$ cat src/rtl/best_neighbor_scan.sv
// Walks a neighbour table in memory and reports the lowest-Q neighbour and how many beat my_best.
// Define BETTER_LIST_EN to also write each better neighbour's ID to a list at LIST_BASE.
module best_neighbor_scan #(
    parameter logic [15:0] ADDR_STRIDE   = 16'd2,
    parameter int          MAX_NEIGHBORS = 15,
    parameter logic [15:0] LIST_BASE     = 16'h0400
) (
    input  logic        clock,
    input  logic        reset,
    input  logic        start,
    input  logic [15:0] table_base,
    input  logic [15:0] my_best,
    output logic [15:0] mem_address,
    input  logic [15:0] mem_rdata,
    output logic        mem_wr_en,
    output logic [15:0] mem_wdata,
    output logic [15:0] best_value,
    output logic [15:0] best_neighbor_id,
    output logic [15:0] better_count,
    output logic        busy,
    output logic        done
);
    localparam logic [3:0] S_IDLE    = 4'd0;
    localparam logic [3:0] S_RD_CNT  = 4'd1;
    localparam logic [3:0] S_CAP_CNT = 4'd2;
    localparam logic [3:0] S_RD_ID   = 4'd3;
    localparam logic [3:0] S_CAP_ID  = 4'd4;
    localparam logic [3:0] S_RD_Q    = 4'd5;
    localparam logic [3:0] S_CAP_Q   = 4'd6;
    localparam logic [3:0] S_FINISH  = 4'd8;
`ifdef BETTER_LIST_EN
    localparam logic [3:0] S_WR_LIST = 4'd7;
`endif
    localparam logic [15:0] MAX_N = 16'(MAX_NEIGHBORS);

    // Word k of the table lives at base + ADDR_STRIDE*k, wrapping in 16 bits.
    function automatic logic [15:0] word_addr(input logic [15:0] base, input logic [15:0] word);
        return base + ADDR_STRIDE * word;
    endfunction

    function automatic logic [15:0] id_word(input logic [15:0] idx);
        return 16'd1 + (idx << 1);
    endfunction

    logic [3:0]  state_q, state_d;
    logic [15:0] base_q, base_d;
    logic [15:0] my_best_q, my_best_d;
    logic [15:0] n_q, n_d;
    logic [15:0] idx_q, idx_d;
    logic [15:0] id_tmp_q, id_tmp_d;
    logic [15:0] mem_address_q, mem_address_d;
    logic [15:0] best_value_q, best_value_d;
    logic [15:0] best_id_q, best_id_d;
    logic [15:0] better_count_q, better_count_d;
    logic        busy_q, busy_d;
    logic        done_q, done_d;
    logic [15:0] n_clamp;
    logic        advance;
`ifdef BETTER_LIST_EN
    logic        mem_wr_en_q, mem_wr_en_d;
    logic [15:0] mem_wdata_q, mem_wdata_d;
`endif

    assign n_clamp = (mem_rdata > MAX_N) ? MAX_N : mem_rdata;

    always_comb begin
        state_d        = state_q;
        base_d         = base_q;
        my_best_d      = my_best_q;
        n_d            = n_q;
        idx_d          = idx_q;
        id_tmp_d       = id_tmp_q;
        mem_address_d  = mem_address_q;
        best_value_d   = best_value_q;
        best_id_d      = best_id_q;
        better_count_d = better_count_q;
        busy_d         = busy_q;
        done_d         = 1'b0;
        advance        = 1'b0;
`ifdef BETTER_LIST_EN
        mem_wr_en_d    = 1'b0;
        mem_wdata_d    = mem_wdata_q;
`endif
        case (state_q)
            S_IDLE: begin
                if (start) begin
                    base_d         = table_base;
                    my_best_d      = my_best;
                    best_value_d   = 16'hFFFF;
                    best_id_d      = 16'hFFFF;
                    better_count_d = 16'd0;
                    idx_d          = 16'd0;
                    busy_d         = 1'b1;
                    mem_address_d  = table_base;
                    state_d        = S_RD_CNT;
                end
            end
            S_RD_CNT: state_d = S_CAP_CNT;
            S_CAP_CNT: begin
                n_d = n_clamp;
                if (n_clamp == 16'd0) begin
                    state_d = S_FINISH;
                    busy_d  = 1'b0;
                    done_d  = 1'b1;
                end else begin
                    state_d       = S_RD_ID;
                    mem_address_d = word_addr(base_q, id_word(16'd0));
                end
            end
            S_RD_ID: state_d = S_CAP_ID;
            S_CAP_ID: begin
                id_tmp_d      = mem_rdata;
                state_d       = S_RD_Q;
                mem_address_d = word_addr(base_q, id_word(idx_q) + 16'd1);
            end
            S_RD_Q: state_d = S_CAP_Q;
            S_CAP_Q: begin
                // Strict compare: ties keep the earlier entry and FFFF never displaces the initial FFFF.
                if (mem_rdata < best_value_q) begin
                    best_value_d = mem_rdata;
                    best_id_d    = id_tmp_q;
                end
                idx_d   = idx_q + 16'd1;
                advance = 1'b1;
                if (mem_rdata < my_best_q && better_count_q != 16'hFFFF) begin
                    better_count_d = better_count_q + 16'd1;
`ifdef BETTER_LIST_EN
                    advance       = 1'b0;
                    state_d       = S_WR_LIST;
                    mem_wr_en_d   = 1'b1;
                    mem_wdata_d   = id_tmp_q;
                    mem_address_d = word_addr(LIST_BASE, better_count_q);
`endif
                end
            end
`ifdef BETTER_LIST_EN
            S_WR_LIST: advance = 1'b1;
`endif
            S_FINISH: state_d = S_IDLE;
            default:  state_d = S_IDLE;
        endcase
        if (advance) begin
            if (idx_d < n_q) begin
                state_d       = S_RD_ID;
                mem_address_d = word_addr(base_q, id_word(idx_d));
            end else begin
                state_d = S_FINISH;
                busy_d  = 1'b0;
                done_d  = 1'b1;
            end
        end
    end

    always_ff @(posedge clock) begin
        if (reset) begin
            state_q        <= S_IDLE;
            base_q         <= 16'd0;
            my_best_q      <= 16'd0;
            n_q            <= 16'd0;
            idx_q          <= 16'd0;
            id_tmp_q       <= 16'd0;
            mem_address_q  <= 16'd0;
            best_value_q   <= 16'hFFFF;
            best_id_q      <= 16'hFFFF;
            better_count_q <= 16'd0;
            busy_q         <= 1'b0;
            done_q         <= 1'b0;
        end else begin
            state_q        <= state_d;
            base_q         <= base_d;
            my_best_q      <= my_best_d;
            n_q            <= n_d;
            idx_q          <= idx_d;
            id_tmp_q       <= id_tmp_d;
            mem_address_q  <= mem_address_d;
            best_value_q   <= best_value_d;
            best_id_q      <= best_id_d;
            better_count_q <= better_count_d;
            busy_q         <= busy_d;
            done_q         <= done_d;
        end
    end

`ifdef BETTER_LIST_EN
    always_ff @(posedge clock) begin
        if (reset) begin
            mem_wr_en_q <= 1'b0;
            mem_wdata_q <= 16'd0;
        end else begin
            mem_wr_en_q <= mem_wr_en_d;
            mem_wdata_q <= mem_wdata_d;
        end
    end
    assign mem_wr_en = mem_wr_en_q;
    assign mem_wdata = mem_wdata_q;
`else
    assign mem_wr_en = 1'b0;
    assign mem_wdata = 16'd0;
`endif

    assign mem_address      = mem_address_q;
    assign best_value       = best_value_q;
    assign best_neighbor_id = best_id_q;
    assign better_count     = better_count_q;
    assign busy             = busy_q;
    assign done             = done_q;
endmodule

$ cat config.mk
export PLATFORM = sky130hd
export DESIGN_NAME = best_neighbor_scan
export DESIGN_NICKNAME = d
export VERILOG_FILES = /design/src/rtl/best_neighbor_scan.sv
export SDC_FILE = /design/constraint.sdc
export NUM_CORES = 1
export LEC_CHECK = 0
export CORE_MARGIN = 2
export CORE_UTILIZATION = 50
export CTS_CLUSTER_DIAMETER = 60
export DETAILED_ROUTE_END_ITERATION = 8
export GPL_TIMING_DRIVEN = 1
export PLACE_DENSITY = 0.86
export SYNTH_ARGS = -nofsm -noshare
export SYNTH_HDL_FRONTEND = slang
export SYNTH_SLANG_ARGS = --single-unit
$ cat constraint.sdc
create_clock -name clock -period 4.9 [get_ports clock]
set_input_delay 0.49 -clock clock [delete_from_list [all_inputs] [get_ports clock]]
set_output_delay 0.49 -clock clock [all_outputs]
set_load 0.005 [all_outputs]
==> impl_metrics.py <==
metrics = {
    "status": {
        "status": "finished clean",
    },
    "logic_synthesis": {
        "ys_types": 70,
        "synth_edf_count": 0,
        "ys_seq_area_share_pct": 32.94,
        "synth_seq_cells": 150,
        "avgSynthCellArea_um2": 8.046,
        "yosys_warnings": 0,
        "postSynthCellCount": 1133,
        "synth_area_mm2": 0.009116,
        "yosys_most_used_dff": "dfxtp_1",
        "async_flop_share_pct": 0,
    },
    "placement": {
        "dp.cells": 1430,
        "routabilityCongestion": 0.9291,
        "numPortBuffers": 116,
        "hpwl_um": 17210,
    },
    "clocking": {
        "clockBufferDepth": 2,
        "htree_levels": 4,
        "cts_hold_buf": 0,
        "clkLatencyLatePin_ns": 0.43,
        "clock_sinks": 150,
        "numCtsBuffers": 17,
        "cts_tree": "yes",
        "clock-root-buffer": "clkbuf_16",
        "post_cts_buffers": 0,
        "clk_pin_slew_ns": 0.07,
        "ctsResizeCount": 0,
    },
    "timing": {
        "worst-slew-pin-transition_ns": 1.010,
        "clock_skew_ns": 0.009296,
        "relSlewSlack_pct": 32.48,
        "period_share_pct": 85.79,
        "rsz0062_at_grt": "false",
        "fin_crit_ns": 4.204,
        "max_freq_mhz": 237.9,
        "setup_violations": 0,
        "finalHoldViolations": 0,
        "maxSlewViolCount": 0,
        "setup_tns_ns": 0,
        "hold_ws_ns": 0.4547,
    },
    "floorplanning": {
        "die_h_um": 139.0,
        "start_util_pct": 50.92,
        "ioPinCount": 134,
        "rows": 49,
        "die_w_um": 139.0,
        "dieArea_mm2": 0.01933,
        "core-area_mm2": 0.01790,
    },
    "global_route": {
        "grt_max_degree": 89,
        "grt_usage_pct": 24.99,
        "antenna_found_initial": 0,
        "grt_pass1_vias": 8171,
        "overflow": 0,
        "grt_first_pass_wirelength_um": 39880,
    },
    "drt": {
        "via_per_inst": 5.828,
        "post_drt_wl_per_cell_um": 16.59,
        "ant_nets": 0,
        "drt_wl_total_um": 24250,
        "first_iter_violations": 601,
        "via_count": 8520,
        "first_pass_iters": 5,
        "drc": 0,
    },
    "worst_setup_path": {
        "critPathLaunchType": "flip-flop",
        "cp.required_ns": 5.23,
        "crit_type": "flip-flop to flip-flop",
        "worstPathArrival_ns": 4.54,
        "cp-end-kind": "flip-flop",
        "reg2reg_slack_ns": 0.70,
        "path_max_fanout": 21,
    },
    "finish": {
        "stdcell_count": 1462,
        "final_cell_mix": "nand2_1, dfxtp_1, clkdlybuf4s50_1, a21oi_1, nor2_1",
        "antenna_cells": 0,
        "final_common_cell": "nand2_1",
        "syn2layout_area_growth_pct": 19.91,
        "utilization_pct": 61.06,
        "nNetsFinal": 1349,
        "drive_gt1_share_pct": 5.434,
    },
    "pwr": {
        "p_per_area_mw_per_mm2": 285.3,
        "p_leak_uw": 0.004463,
        "total_power_uw": 3119,
        "peakVddDrop_uv": 248.3,
    },
    "min_path": {
        "hp-class": "flip-flop to flip-flop",
    },
    "job": {
        "cap_viol_max_count": 0,
    },
}
## registers in the layout, summed over array words and instances, names as in the netlist
| register | flops |
|---|---|
| my_best_q | 16 |
| id_tmp_q | 16 |
| best_neighbor_id | 16 |
| done | 1 |
| idx_q | 16 |
| mem_address | 16 |
| base_q | 16 |
| best_value | 16 |
| better_count | 16 |
| busy | 1 |
| n_q | 16 |
| state_q | 4 |
## power by group
| part | internal [µW] | leakage [µW] | switching (µW) |
|---|---|---|---|
| clock | 765 | 0.000286 | 563 |
| sequential | 1270 | 0.00122 | 52.1 |
| combinational | 206 | 0.00296 | 265 |
| total | 2240 | 0.00446 | 880 |
## synthesized netlist by cell type (3+ instances only)
cell,n,area (µm²)
a2111oi_0,6,52.55
a211oi_1,21,157.7
a21o_1,18,135.1
a21oi_1,98,490.5
a31oi_1,8,50.05
and2_1,4,25.02
and3_1,17,106.4
and4_1,6,52.55
buf_1,4,15.01
buf_2,4,20.02
buf_4,20,150.1
buf_6,5,56.30
clkbuf_1,43,161.4
dfxtp_1,150,3003
ha_1,76,950.9
inv_1,58,217.7
mux2i_1,4,40.04
nand2_1,151,566.8
nand2b_1,10,62.56
nand3_1,37,185.2
nand3b_1,3,22.52
nand4_1,11,68.82
nor2_1,85,319.1
nor2b_1,15,93.84
nor3_1,34,170.2
nor3b_1,24,180.2
nor3b_2,9,112.6
nor4_1,4,25.02
o211ai_1,5,37.54
o21a_1,11,82.58
o21ai_0,42,210.2
o21bai_1,35,262.8
o31ai_1,16,120.1
or3_1,6,37.54
or4_1,5,37.54
xnor2_1,26,227.7
xor2_1,22,192.7
## per-stage QoR
step / worst slack (ns) / cell area, µm²
after detailed placement: 0.3521 / 10340
after floorplan: 1.261 / 9176
final: 0.6963 / 10930
after global placement: 0.4837 / 10340
after global routing: 0.3182 / 10930
after CTS: 0.7536 / 10930
## worst max-delay path, stage by stage (launching register included)
cell and delay, ns:
dfxtp_1 0.47, nand4_1 0.23, nor2_1 0.34, and4_1 0.25, xor2_1 0.36, nand2_1 0.09
o21ai_0 0.17, ha_1 0.32, a21o_1 0.16, a21oi_1 0.15, o211ai_1 0.11, o31ai_2 0.28
nand2b_1 0.16, nor2_4 0.49, buf_4 0.24, nor2_1 0.06, a211oi_1 0.23
## routing by layer
metal | GRT usage [%] | vias up | routed length, µm
met3 | 5.076 | 55 | 1559
met5 | 0 | - | 0
met1 | 31.28 | 4008 | 10480
met2 | 42.23 | 317 | 11600
li1 | - | 4140 | -
met4 | 10.05 | 0 | 613
## cell families (layout without fill, tap and decap cells)
| group | Yosys count | after routing | share of synthesized area, % |
|---|---|---|---|
| AND/OR/NAND/NOR | 429 | 429 | 23.63 |
| buffers and inverters | 134 | 218 | 6.807 |
| flip-flops | 150 | 150 | 32.94 |
| multiplexers | 4 | 4 | 0.4392 |
| other | 1 | 17 | 0.04114 |
| adder cells (fa/ha/maj) | 78 | 78 | 10.87 |
| XOR/XNOR | 48 | 48 | 4.612 |
| AO/OA/AOI/OAI | 289 | 289 | 20.66 |
## final cells by class
type / count / area [µm²]
fill: 1536 / 6970
multi-input combinational: 865 / 5570
sequential: 150 / 3003
timing repair buffer: 128 / 1261
clock buffer: 18 / 429.2
tap: 229 / 286.5
inverter: 58 / 217.7
clock inverter: 14 / 163.9
## path summary, 6_finish.rpt
kind / from / end / depth (start not counted)
max: idx_q[2] / mem_address[1] / 16
min: id_tmp_q[11] / id_tmp_q[11] / 2
max reg2reg: idx_q[2] / mem_address[1] / 16
min reg2reg: id_tmp_q[11] / id_tmp_q[11] / 2
(Power assumes the default switching activity.)
